File: config.mk
export PLATFORM = sky130hd
export DESIGN_NAME = wb_timer_ctrl
export DESIGN_NICKNAME = d
export VERILOG_FILES = /design/src/rtl/wb_timer_pkg.sv /design/src/rtl/timer_core.sv /design/src/rtl/wb_timer_ctrl.sv
export SDC_FILE = /design/constraint.sdc
export NUM_CORES = 1
export LEC_CHECK = 0
export BUFFER_PORTS_ARGS = -buffer_cell sky130_fd_sc_hd__buf_2
export CAP_MARGIN = 20
export CORE_MARGIN = 2
export CORE_UTILIZATION = 38
export DETAILED_ROUTE_END_ITERATION = 7
export GPL_TIMING_DRIVEN = 1
export PLACE_DENSITY = 0.61
export REMOVE_ABC_BUFFERS = 1
export SLEW_MARGIN = 20
export SYNTH_ARGS = -nofsm -noshare
export SYNTH_HDL_FRONTEND = slang
export SYNTH_SLANG_ARGS = --single-unit
export TNS_END_PERCENT = 5
File: constraint.sdc
create_clock -name clk -period 4 [get_ports clk]
set_clock_uncertainty 0.05 [all_clocks]
set_input_delay 0 -clock clk [delete_from_list [all_inputs] [get_ports clk]]
set_output_delay 0 -clock clk [all_outputs]
set_load 0.05 [all_outputs]
File: src/rtl/wb_timer_pkg.sv
// Shared definitions for the Wishbone timer.
// Register offsets, CTRL/STATUS bit positions, FSM encoding and the LIMIT reset value.
package wb_timer_pkg;

  // Word offsets (wb_adr_i[3:2])
  localparam logic [1:0] ADR_CTRL   = 2'd0;
  localparam logic [1:0] ADR_LIMIT  = 2'd1;
  localparam logic [1:0] ADR_PRESC  = 2'd2;
  localparam logic [1:0] ADR_STATUS = 2'd3;

  // CTRL bits
  localparam int CTRL_EN      = 0;
  localparam int CTRL_ONESHOT = 1;
  localparam int CTRL_CLR     = 2;

  // STATUS bits
  localparam int STAT_EXP = 0;
  localparam int STAT_RUN = 1;
  localparam int STAT_IE  = 2;

  localparam int LIMIT_RST = 10;

  typedef enum logic [1:0] {
    ST_IDLE = 2'd0,
    ST_RUN  = 2'd1,
    ST_DONE = 2'd2
  } tmr_state_t;

  // Replace only the byte lanes flagged in sel.
  function automatic logic [31:0] sel_merge(input logic [31:0] old,
                                            input logic [31:0] wdat,
                                            input logic [3:0]  sel);
    logic [31:0] r;
    r = old;
    for (int i = 0; i < 4; i++) begin
      if (sel[i]) r[i*8 +: 8] = wdat[i*8 +: 8];
    end
    return r;
  endfunction

endpackage

File: src/rtl/timer_core.sv
// Timer core: prescaler, counter and IDLE/RUN/DONE state machine.
// expire is the combinational wrap event; tick is its registered one-cycle pulse.
module timer_core
  import wb_timer_pkg::*;
#(
  parameter int CNT_W   = 16,
  parameter int PRESC_W = 8
) (
  input  logic               clk,
  input  logic               rst,
  input  logic               en,
  input  logic               oneshot,
  input  logic               clr,
  input  logic [CNT_W-1:0]   limit,
  input  logic [PRESC_W-1:0] presc,
  output logic               running,
  output logic [CNT_W-1:0]   cnt,
  output logic               expire,
  output logic               tick
);

  tmr_state_t         state;
  logic [PRESC_W-1:0] psc;
  logic               adv;
  logic               at_end;

  // Prescaler match uses >= so a PRESC lowered below the running prescaler still advances.
  assign adv     = (psc >= presc);
  // Wrap when advancing from LIMIT-1, or when LIMIT was lowered below the count.
  assign at_end  = (({1'b0, cnt} + 1'b1) >= {1'b0, limit});
  assign expire  = (state == ST_RUN) && en && !clr && adv && at_end;
  assign running = (state == ST_RUN);

  // State, prescaler, counter and tick register; CLR overrides any advance.
  always_ff @(posedge clk or posedge rst) begin
    if (rst) begin
      state <= ST_IDLE;
      cnt   <= '0;
      psc   <= '0;
      tick  <= 1'b0;
    end else begin
      tick <= expire;
      if (clr) begin
        psc <= '0;
        cnt <= '0;
      end
      case (state)
        ST_IDLE: begin
          if (en && (limit != '0)) state <= ST_RUN;
        end
        ST_RUN: begin
          if (!en) begin
            state <= ST_IDLE;
          end else if (!clr) begin
            if (adv) begin
              psc <= '0;
              if (at_end) begin
                cnt <= '0;
                if (oneshot) state <= ST_DONE;
              end else begin
                cnt <= cnt + 1'b1;
              end
            end else begin
              psc <= psc + 1'b1;
            end
          end
        end
        ST_DONE: begin
          if (!en || clr) state <= ST_IDLE;
        end
        default: state <= ST_IDLE;
      endcase
    end
  end

endmodule

File: src/rtl/wb_timer_ctrl.sv
// Wishbone-controlled timer: register decode, bus handshake and status.
// Optional macro WB_TIMER_IRQ_EN adds the irq output and the IE bit.
module wb_timer_ctrl
  import wb_timer_pkg::*;
#(
  parameter int CNT_W   = 16,
  parameter int PRESC_W = 8
) (
  input  logic        clk,
  input  logic        rst,
  input  logic [31:0] wb_adr_i,
  input  logic [31:0] wb_dat_i,
  input  logic [3:0]  wb_sel_i,
  input  logic        wb_cyc_i,
  input  logic        wb_stb_i,
  input  logic        wb_we_i,
  output logic [31:0] wb_dat_o,
  output logic        wb_ack_o,
  output logic        tick,
  output logic [3:0]  display_time_digit
`ifdef WB_TIMER_IRQ_EN
  ,
  output logic        irq
`endif
);

  logic               en_r;
  logic               oneshot_r;
  logic [CNT_W-1:0]   limit_r;
  logic [PRESC_W-1:0] presc_r;
  logic               exp_r;
  logic               ie_r;
  logic               running;
  logic               expire;
  logic [CNT_W-1:0]   cnt;
  logic               acc;
  logic               wr;
  logic [1:0]         adr;
  logic               clr;
  logic               w1c;
  logic [31:0]        rdata;
  logic               unused_adr;

  assign adr        = wb_adr_i[3:2];
  assign unused_adr = ^{wb_adr_i[31:4], wb_adr_i[1:0]};
  // A new access is one not already being acknowledged.
  assign acc = wb_cyc_i && wb_stb_i && !wb_ack_o;
  assign wr  = acc && wb_we_i;
  assign clr = wr && (adr == ADR_CTRL) && wb_sel_i[0] && wb_dat_i[CTRL_CLR];
  assign w1c = wr && (adr == ADR_STATUS) && wb_sel_i[0] && wb_dat_i[STAT_EXP];

  assign display_time_digit = cnt[3:0];

  timer_core #(
    .CNT_W   (CNT_W),
    .PRESC_W (PRESC_W)
  ) u_core (
    .clk     (clk),
    .rst     (rst),
    .en      (en_r),
    .oneshot (oneshot_r),
    .clr     (clr),
    .limit   (limit_r),
    .presc   (presc_r),
    .running (running),
    .cnt     (cnt),
    .expire  (expire),
    .tick    (tick)
  );

  // Read mux; unused bits are zero.
  always_comb begin
    rdata = '0;
    case (adr)
      ADR_CTRL:   rdata = {30'b0, oneshot_r, en_r};
      ADR_LIMIT:  rdata = 32'(limit_r);
      ADR_PRESC:  rdata = 32'(presc_r);
      ADR_STATUS: rdata = {29'b0, ie_r, running, exp_r};
      default:    rdata = '0;
    endcase
  end

  // One registered ack per access, read data captured alongside it.
  always_ff @(posedge clk or posedge rst) begin
    if (rst) begin
      wb_ack_o <= 1'b0;
      wb_dat_o <= '0;
    end else begin
      wb_ack_o <= acc;
      if (acc) wb_dat_o <= rdata;
    end
  end

  // Register writes; a hardware expiry beats a simultaneous EXP clear.
  always_ff @(posedge clk or posedge rst) begin
    if (rst) begin
      en_r      <= 1'b0;
      oneshot_r <= 1'b0;
      limit_r   <= CNT_W'(LIMIT_RST);
      presc_r   <= '0;
      exp_r     <= 1'b0;
    end else begin
      if (expire)   exp_r <= 1'b1;
      else if (w1c) exp_r <= 1'b0;
      if (wr) begin
        case (adr)
          ADR_CTRL: begin
            if (wb_sel_i[0]) begin
              en_r      <= wb_dat_i[CTRL_EN];
              oneshot_r <= wb_dat_i[CTRL_ONESHOT];
            end
          end
          ADR_LIMIT: limit_r <= CNT_W'(sel_merge(32'(limit_r), wb_dat_i, wb_sel_i));
          ADR_PRESC: presc_r <= PRESC_W'(sel_merge(32'(presc_r), wb_dat_i, wb_sel_i));
          default: ;
        endcase
      end
    end
  end

`ifdef WB_TIMER_IRQ_EN
  // Interrupt enable bit and registered interrupt output.
  always_ff @(posedge clk or posedge rst) begin
    if (rst) begin
      ie_r <= 1'b0;
      irq  <= 1'b0;
    end else begin
      if (wr && (adr == ADR_STATUS) && wb_sel_i[0]) ie_r <= wb_dat_i[STAT_IE];
      irq <= exp_r && ie_r;
    end
  end
`else
  assign ie_r = 1'b0;
`endif

endmodule

==> results of run 1 <==
## cells in the final DEF, fill, tap and decap left out, types with 2 or more instances in the layout
cell,synthesis,routed
a2111oi_0,2,2
a21o_1,3,3
a21oi_1,16,16
a221oi_1,7,7
a22o_1,3,3
a31oi_1,3,3
a41o_1,2,2
and2_1,2,2
and2b_1,2,2
and3_1,11,11
buf_2,7,46
buf_4,20,7
bufinv_16,0,2
clkbuf_8,0,9
clkinv_2,1,3
conb_1,1,16
dfrtp_1,69,69
dfstp_2,2,2
dlygate4sd3_1,0,17
ha_1,26,26
inv_1,34,33
mux2_2,5,5
mux2i_1,5,5
mux4_2,2,2
nand2_1,72,72
nand2b_1,3,3
nand3_1,31,31
nand3_4,2,2
nand4_1,6,6
nor2_1,23,23
nor2_2,2,2
nor2b_1,5,5
nor3_1,6,6
nor4_1,4,4
nor4_4,2,2
o21ai_0,39,39
xnor2_1,10,10
xor2_1,5,5
## state kept, by name, summed over array words and instances, names as in the netlist, 2 cells and up
name,cells
limit_r,16
presc_r,8
u_core.cnt,16
u_core.psc,8
u_core.state,2
wb_dat_o,16
## layer usage
metal / share of wire [%] / wire, um / up-vias / global-route usage [%]
met3: 3.6 / 359 / 13 / 2.490
met4: 1.5 / 150 / 0 / 5.967
met1: 48 / 4747 / 1653 / 24.04
met5: 0 / 0 / - / 0
met2: 47 / 4711 / 69 / 30.73
li1: - / - / 1703 / -
## per-stage QoR
stage	utilization, %	total power [mW]	cell area [um2]	hold slack [ps]
after floorplan	-	1.523	4089	59.04
after global placement	41.76	1.722	4547	147.1
after detailed placement	41.76	1.750	4547	161.0
after CTS	45.25	2.393	4927	24.43
after global routing	45.30	2.548	4932	37.08
final	45.30	2.382	4932	39.68
## kinds of logic after synthesis
group           after synthesis  synth area share, %
compound gates               90                13.77
other cells                   1              0.08836
xor+xnor                     15                3.095
simple gates                178                21.79
buf+inv                      69                8.107
mux                          12                3.567
flops                        71                41.92
fa+ha+maj                    26                7.665
## critical path, cell delays in order (launching register included)
cell and delay (ps):
dfrtp_1 450, ha_1 340, nand2_1 140, nor4_4 380
and3_1 270, xor2_1 220, ha_1 280, nand4_1 120
nor2_1 80, a221oi_1 350, o221a_4 280, nor2_2 90
a2111oi_0 390
## cell type report
cell class / count / area [um2]
fillers: 1064 / 5956
multi-input cells: 337 / 2182
flip-flops and latches: 71 / 1779
repair buffers: 70 / 452.9
well taps: 140 / 175.2
inverters: 35 / 132.6
clock buffers: 9 / 123.9
clock inverters: 6 / 86.33
## path summary, 6_finish.rpt
kind	startpoint	to	slack, ps	cells after the start
setup / recovery	u_core.cnt[1]	u_core.cnt[4]	440	12
hold / removal	wb_sel_i[0]	exp_r	40	4
setup reg to reg	u_core.cnt[1]	u_core.cnt[4]	440	12
hold reg to reg	wb_dat_o[12]	wb_dat_o[12]	420	2
max in group asynchronous	rst	limit_r[3]	2600	4
min in group asynchronous	rst	wb_dat_o[3]	310	3
## timing repair
action,4_1_cts,5_1_grt
endpoints found under the hold margin,64,0
hold buffers,17,0
buffers inserted,0,0
## Yosys cell counts, types with 3 or more instances
cell / n
a31oi_1: 3
ha_1: 26
a21o_1: 3
clkbuf_1: 7
nor2_1: 23
nor4_1: 4
xnor2_1: 10
xor2_1: 5
buf_2: 7
and3_1: 11
inv_1: 34
nor2b_1: 5
nand4_1: 6
buf_4: 20
mux2_2: 5
nand2_1: 72
o21ai_0: 39
a22o_1: 3
dfrtp_1: 69
a21oi_1: 16
nand2b_1: 3
a221oi_1: 7
mux2i_1: 5
nor3_1: 6
nand3_1: 31
## report_power, final
group	internal (mW)	switching, mW
logic	0.268	0.508
clock network	0.347	0.282
registers	0.854	0.124
total	1.47	0.914
==> results_dict.tcl, run 1 <==
set metrics [dict create \
    outcome "finished clean" \
    yosysSeqAreaShare_pct 41.92 \
    dp_hpwl_um 7407 \
    clk_pin_slew_ps 70 \
    antenna_found_initial 0 \
    final.min_clock_period_ps 3563 \
    async_flop_share_pct 100.0 \
    dieArea_um2 12030 \
    tritoncts "yes" \
    fin_nets 623 \
    ys_top_cells_by_area "dfrtp_1 41%, ha_1 7.7%, nand2_1 6.4%" \
    num_rows 38 \
    pre_cts_ws_ps 463.3 \
    crit_arrival_ps 3730 \
    clk_latency_ps 350 \
    initial_utilization_pct 38.98 \
    drive_gt1_share_pct 17.61 \
    grt_usage_pct 18.20 \
    h-tree-depth 3 \
    area_growth_pct 16.21 \
    place.gp.congestion 0.8217 \
    port_buffers 46 \
    post_cts_resized 0 \
    worstMarginPinSlew_ps 835.1 \
    wl_um 9969 \
    pin_count 111 \
    end_kind "flip-flop" \
    ir_drop_mv 0.1894 \
    ys.flop_type "dfrtp_1" \
    synth_cells 462 \
    clock-sinks 71 \
    ant_nets 0 \
    vias_per_cell 5.147 \
    hold_violations 0 \
    power.density_nw_per_um2 483.0 \
    synth.distinct_cells 57 \
    synth_edf_count 0 \
    diodes 0 \
    drc 0 \
    start_kind "flip-flop" \
    die_h_um 109.7 \
    dr_total_vias 3438 \
    setup_viol 0 \
    yosys.area.top_type_share_pct 40.68 \
    wl_per_cell_um 14.92 \
    core_area_um2 10890 \
    yosys_warnings 0 \
    finalNonFillerCells 668 \
    drtPass1Iterations 4 \
    fmax_mhz 280.7 \
    power.leakage_nw 2.356 \
    cts_buffer_depth 2 \
    tns_ps 0 \
    hp-class "in2reg" \
    cts_made_buffers 9 \
    fin_ws_ps 437.2 \
    critPathMaxFanout 6 \
    slew_headroom_pct 44.25 \
    gr-total-overflow 0 \
    clockRootBuffer "clkbuf_8" \
    drv_slew 0 \
    die_w_um 109.7 \
    synth_area_leader_cell "dfrtp_1" \
    first_iter_violations 146 \
    cp.required_ps 4170 \
    dpl.cell_count 636 \
    synth_area_um2 4244 \
    grt_setup_unrepaired "false" \
    critPathKind "reg2reg" \
    ys_ff_latch 71 \
    fin_crit_sh_pct 89.07 \
    grt_pass1_wl_um 16870 \
    syn_avg_cell_area_um2 9.186 \
    grt_max_degree 40 \
    grt_pass1_vias 3397 \
    max_cap_violations 0 \
]
No activity file was read; power rests on OpenSTA's default activity.
==> run 2, diff against run 1 <==
- ABC_AREA: default -> 1
==> results_dict.tcl, run 2 <==
set metrics [dict create \
    ir_drop_mv 0.2609 \
    start_kind "flip-flop" \
    dr_total_vias 3626 \
    path_cells "ha_1, nand3_2, nor2_4, nand2_1, o21ai_0, and2_1, inv_1, ha_1, nand2_1, nor3_1, nand3_2, nor2_1, nor2_4, nand2_4, nand2_2, o21ai_0, o21ai_0" \
    critPathMaxFanout 5 \
    crit_buf_inv 1 \
    yosys-top-cells-count "127 x nand2_1, 84 x inv_1, 69 x dfrtp_1, 42 x nor2_1, 28 x o21ai_0" \
    synth_cells 543 \
    r2r-end "u_core.state[0]" \
    clockRootBuffer "clkbuf_16" \
    final_common_cell "nand2_1" \
    finalNonFillerCells 752 \
    r2r_start "u_core.cnt[0]" \
    worstMarginPinSlew_ps 913.3 \
    slew_headroom_pct 39.11 \
    ys_top_cells_by_area "dfrtp_1 40%, nand2_1 11%, ha_1 7.5%" \
    core_area_um2 10980 \
    final_util_pct 46.17 \
    ctsHoldBuffers 17 \
    end_kind "flip-flop" \
    dp_hpwl_um 7503 \
    clock-sinks 71 \
    initial_utilization_pct 39.33 \
    fin_nets 706 \
    drive_gt1_share_pct 15.69 \
    hold_violations 0 \
    wl_per_cell_um 13.23 \
    reg.largest.list "limit_r (16), u_core.cnt (16), wb_dat_o (16)" \
    drc 0 \
    cp.required_ps 4150 \
    postCtsSetupBuffers 0 \
    fin_crit_sh_pct 78.71 \
    first_iter_violations 231 \
    reg2regPathDepth 17 \
    hold_path_depth 4 \
    synth.distinct_cells 40 \
    power.density_nw_per_um2 500.7 \
    tritoncts "yes" \
    syn_avg_cell_area_um2 7.954 \
    h-tree-depth 3 \
    fin_ws_ps 851.4 \
    cts_made_buffers 9 \
    synth_area_leader_cell "dfrtp_1" \
    post_cts_resized 0 \
    async_flop_share_pct 100.0 \
    pin_count 111 \
    synth_edf_count 0 \
    dieArea_um2 12230 \
    outcome "finished clean" \
    whs_endpoint "en_r" \
    diodes 0 \
    max_cap_violations 0 \
    grt_pass1_vias 3555 \
    yosys.area.top_type_share_pct 39.98 \
    power.leakage_nw 2.706 \
    place.gp.congestion 0.8470 \
    die_w_um 110.6 \
    gr-total-overflow 0 \
    clk_latency_ps 330 \
    die_h_um 110.6 \
    ys.flop_type "dfrtp_1" \
    yosysSeqAreaShare_pct 41.19 \
    num_rows 38 \
    area_growth_pct 17.41 \
    synth_area_um2 4319 \
    port_buffers 46 \
    drv_slew 0 \
    clk_pin_slew_ps 50 \
    drtPass1Iterations 5 \
    crit_arrival_ps 3300 \
    mostFrequentLayoutCells "127 x nand2_1, 83 x inv_1, 69 x dfrtp_1, 46 x buf_2, 42 x nor2_1" \
    vias_per_cell 4.822 \
    fmax_mhz 317.6 \
    grt_pass1_wl_um 16990 \
    dpl.cell_count 719 \
    fill_cells 1090 \
    hp-class "in2reg" \
    grt_setup_unrepaired "false" \
    yosys_warnings 0 \
    crit_top_cell "o21ai_0" \
    tns_ps 0 \
    pre_cts_ws_ps 838.2 \
    synth.most_common_cell "nand2_1" \
    cp_slowest_cell "dfrtp_1" \
    ant_nets 0 \
    slowest_delay_ps 530 \
    setup_viol 0 \
    holdCritStartpoint "wb_adr_i[3]" \
    grt_usage_pct 17.15 \
    grt_max_degree 72 \
    antenna_found_initial 0 \
    cts_buffer_depth 2 \
    ff2ff_setup_slack_ps 850 \
    critPathKind "reg2reg" \
    ys_ff_latch 71 \
    wl_um 9947 \
    final.min_clock_period_ps 3149 \
    cp_top_family "simple AND/OR/NAND/NOR gates" \
]
[run 2: changes by cell type in the layout (fill, tap and decap cells not counted), sizes merged, moves of 6 or more]
cell    change
a21oi       +6
a221oi      -6
and3       -11
inv        +56
nand2      +60
nor2       +23
nor4        -6
o22ai      +14
o31ai       +8
xnor2       -7
xor2        +9
[run 2: worst max-delay path by stage]
| stage | from | to | slack (ps) | depth (start not counted) |
|---|---|---|---|---|
| 6_report | u_core.cnt[0] | u_core.state[0] | 850 | 17 |
| 5_1_grt | u_core.cnt[0] | u_core.state[0] | 450 | 17 |
| 4_1_cts | u_core.cnt[0] | u_core.state[0] | 840 | 17 |
| 3_5_place_dp | u_core.cnt[0] | u_core.state[0] | 840 | 17 |
| 3_3_place_gp | u_core.cnt[0] | u_core.cnt[0] | 900 | 19 |
| 2_1_floorplan | u_core.cnt[0] | u_core.state[0] | 880 | 17 |
[run 2: power by group]
part           internal (mW)  leakage (nW)  total, mW  switching (mW)
sequential             0.836         0.918      0.925          0.0887
combinational          0.265          1.64      0.852           0.587
clock                  0.478         0.143      0.762           0.284
[run 2: logic make-up (layout without fill, tap and decap cells)]
kind of cell               Yosys count  in the layout  share of synthesized area [%]
AOI/OAI and AO/OA                   83             83                          11.12
xor gates and xnor gates            17             17                          3.447
adders and majority gates           26             26                          7.532
buffers and inverters              118            172                          12.02
DFF                                 71             71                          41.19
muxes                                1              1                         0.5214
other                                1             16                        0.08682
and+or+nand+nor                    226            226                          24.07
[run 2: cell type report]
class | instances | area [um2] | share of cell area (%)
well taps | 140 | 175.2 | 3.454
clock buffers | 11 | 232.7 | 4.589
flip-flops and latches | 71 | 1779 | 35.09
clock inverters | 5 | 50.05 | 0.9869
repair buffers | 65 | 415.4 | 8.191
inverters | 91 | 341.6 | 6.736
multi-input cells | 369 | 2077 | 40.96
[run 2: per-stage QoR]
stage	instance area, um2	power [mW]	hold WS, ps
floorplan	4198	1.557	76.76
global placement	4618	1.748	199.7
detailed placement	4618	1.777	208.6
CTS	5071	2.563	56.09
global route	5071	2.710	109.0
finish	5071	2.539	69.91
[run 2: worst reg2reg max path: cells and delay by family (launching register included)]
kind	cells	cell delay, ps
buf+inv	1	50
simple gates	11	1420
flops	1	530
fa+ha+maj	2	570
compound gates	3	400
[run 2: layer usage]
metal  part of all wire (%)  global-route usage [%]  vias to the layer above
met5                      0                       0                        -
met4                    1.3                   4.750                        0
met3                    4.5                   5.104                       10
met2                     48                   28.06                       72
met1                     47                   22.13                     1705
li1                       -                       -                     1839
==> run 3, diff against run 2 <==
- PLACE_DENSITY: 0.61 -> 0.63
- clock period: 4 -> 2.7 ns (I/O delays scaled with it)
==> results_dict.tcl, run 3 (synthesis results as in run 2) <==
set metrics [dict create \
    diodes 0 \
    h-tree-depth 3 \
    die_w_um 110.6 \
    dieArea_um2 12230 \
    end_kind "flip-flop" \
    cts_buffer_depth 2 \
    clockRootBuffer "clkbuf_16" \
    power.density_nw_per_um2 723.9 \
    reg.largest.list "limit_r (16), u_core.cnt (16), wb_dat_o (16)" \
    total_power_mw 3.978 \
    power.leakage_nw 2.910 \
    crit_arrival_ps 3010 \
    crit_buf_inv 2 \
    fmax_mhz 359.0 \
    power_frac_seq_pct 34.6 \
    slew_headroom_pct 36.41 \
    critPathMaxFanout 6 \
    clockPowerShare_pct 27.9 \
    setup_viol 14 \
    drtPass1Iterations 4 \
    power.internal_mw 2.427 \
    hold_violations 0 \
    final.min_clock_period_ps 2786 \
    grt_pass1_vias 3784 \
    drive_gt1_share_pct 23.73 \
    grt_usage_pct 19.15 \
    grt_max_degree 39 \
    outcome "finished, violations left" \
    port_buffers 46 \
    path_cells "ha_4, nand3_4, nor2_4, inv_1, nor2_2, xor2_1, ha_1, nand2_1, nor2_1, nand2_1, nor2_1, nor2_1, nand3_1, nor2_2, nand2_4, nor2_8, buf_6, nand3_1, nand2_1" \
    switching_share_pct 38.99 \
    fin_crit_sh_pct 103.2 \
    dpl.cell_count 751 \
    finalNonFillerCells 789 \
    worstMarginPinSlew_ps 953.9 \
    fill_cells 1032 \
    gr-total-overflow 0 \
    hp-class "in2reg" \
    area_growth_pct 27.23 \
    clock-sinks 71 \
    initial_utilization_pct 39.33 \
    grt_use_met2_pct 30.35 \
    start_kind "flip-flop" \
    vias_per_cell 4.823 \
    tritoncts "yes" \
    clk_latency_ps 340 \
    cts_made_buffers 9 \
    drv_slew 0 \
    grtUsageMet3_pct 4.830 \
    ant_nets 0 \
    pin_count 111 \
    cp_slowest_cell "dfrtp_1" \
    dr_total_vias 3805 \
    max_cap_violations 0 \
    antenna_found_initial 0 \
    fin_nets 743 \
    place.gp.congestion 0.8812 \
    regArea_um2 1780 \
    fin_ws_ps -85.77 \
    wl_um 11130 \
    grt_pass1_wl_um 18730 \
    final_util_pct 50.03 \
    violations "negative setup slack" \
    p_sw_mw 1.551 \
    num_rows 38 \
    pre_cts_ws_ps -142.2 \
    grt.met1_usage_pct 25.57 \
    wl_per_cell_um 14.11 \
    die_h_um 110.6 \
    cp.required_ps 2930 \
    core_area_um2 10980 \
    slowest_delay_ps 420 \
    final_common_cell "nand2_1" \
    multi_input_area_um2 2210 \
    top_usage_layer "met2" \
    cp_top_family "simple AND/OR/NAND/NOR gates" \
    power_frac_comb_pct 37.5 \
    hold_slack_ps 43.06 \
    grt_setup_unrepaired "true" \
    critPathKind "reg2reg" \
    mostFrequentLayoutCells "122 x nand2_1, 83 x inv_1, 68 x dfrtp_1, 46 x buf_2, 39 x nor2_1" \
    drc 0 \
    dp_hpwl_um 8006 \
    ir_drop_mv 0.4645 \
    clk_pin_slew_ps 60 \
    first_iter_violations 251 \
]
run 3: cell type report:
cell class / count / share of cell area (%)
Tap cell: 140 / 3.188
Sequential cell: 71 / 32.40
Clock inverter: 6 / 0.6603
Clock buffer: 10 / 4.349
Multi-Input combinational cell: 369 / 40.21
Timing Repair Buffer: 102 / 12.98
Inverter: 91 / 6.216
run 3: tightest hold or removal path: stages:
cell,delay (ps)
buf_2,100
nor2_1,80
nand2_1,120
o21ai_0,80
run 3: repair_timing:
item,in CTS,in global routing
hold buffers,17,0
setup endpoints to repair,20,20
endpoints found under the hold margin,60,0
gates cloned,0,0
buffers inserted,4,1
pin swaps,5,10
gates resized for setup,13,14
run 3: worst paths after layout:
check / from / endpoint / slack (ps) / cells after the start
worst max-delay path: u_core.cnt[0] / u_core.cnt[13] / -90 / 19
max in group asynchronous: rst / limit_r[1] / 1590 / 4
min in group asynchronous: rst / limit_r[10] / 280 / 3
worst min register to register: wb_dat_o[12] / wb_dat_o[12] / 420 / 2
worst max register to register: u_core.cnt[0] / u_core.cnt[13] / -90 / 19
worst min-delay path: wb_adr_i[3] / oneshot_r / 40 / 4
run 3: metal layers:
layer	wire length [um]	up-vias
li1	-	1912
met1	5045	1782
met2	5287	97
met3	612	14
met4	184	0
met5	0	-
run 3: per-stage QoR:
stage                     setup TNS, ps  instance area, um2
after CTS                        -284.7                5405
after global routing              -4961                5495
after detailed placement          -1253                4871
after floorplan                   -6302                4198
after global placement           -7.672                4871
final                            -635.4                5495
run 3: power by group through the flow:
stage          clock [mW]  sequential [mW]  combinational, mW
3_3_place_gp            0             1.37               1.36
4_1_cts              1.13             1.36               1.43
5_1_grt              1.19             1.39               1.66
2_1_floorplan           0             1.53              0.780
6_report             1.11             1.37               1.49
3_5_place_dp            0             1.37               1.38
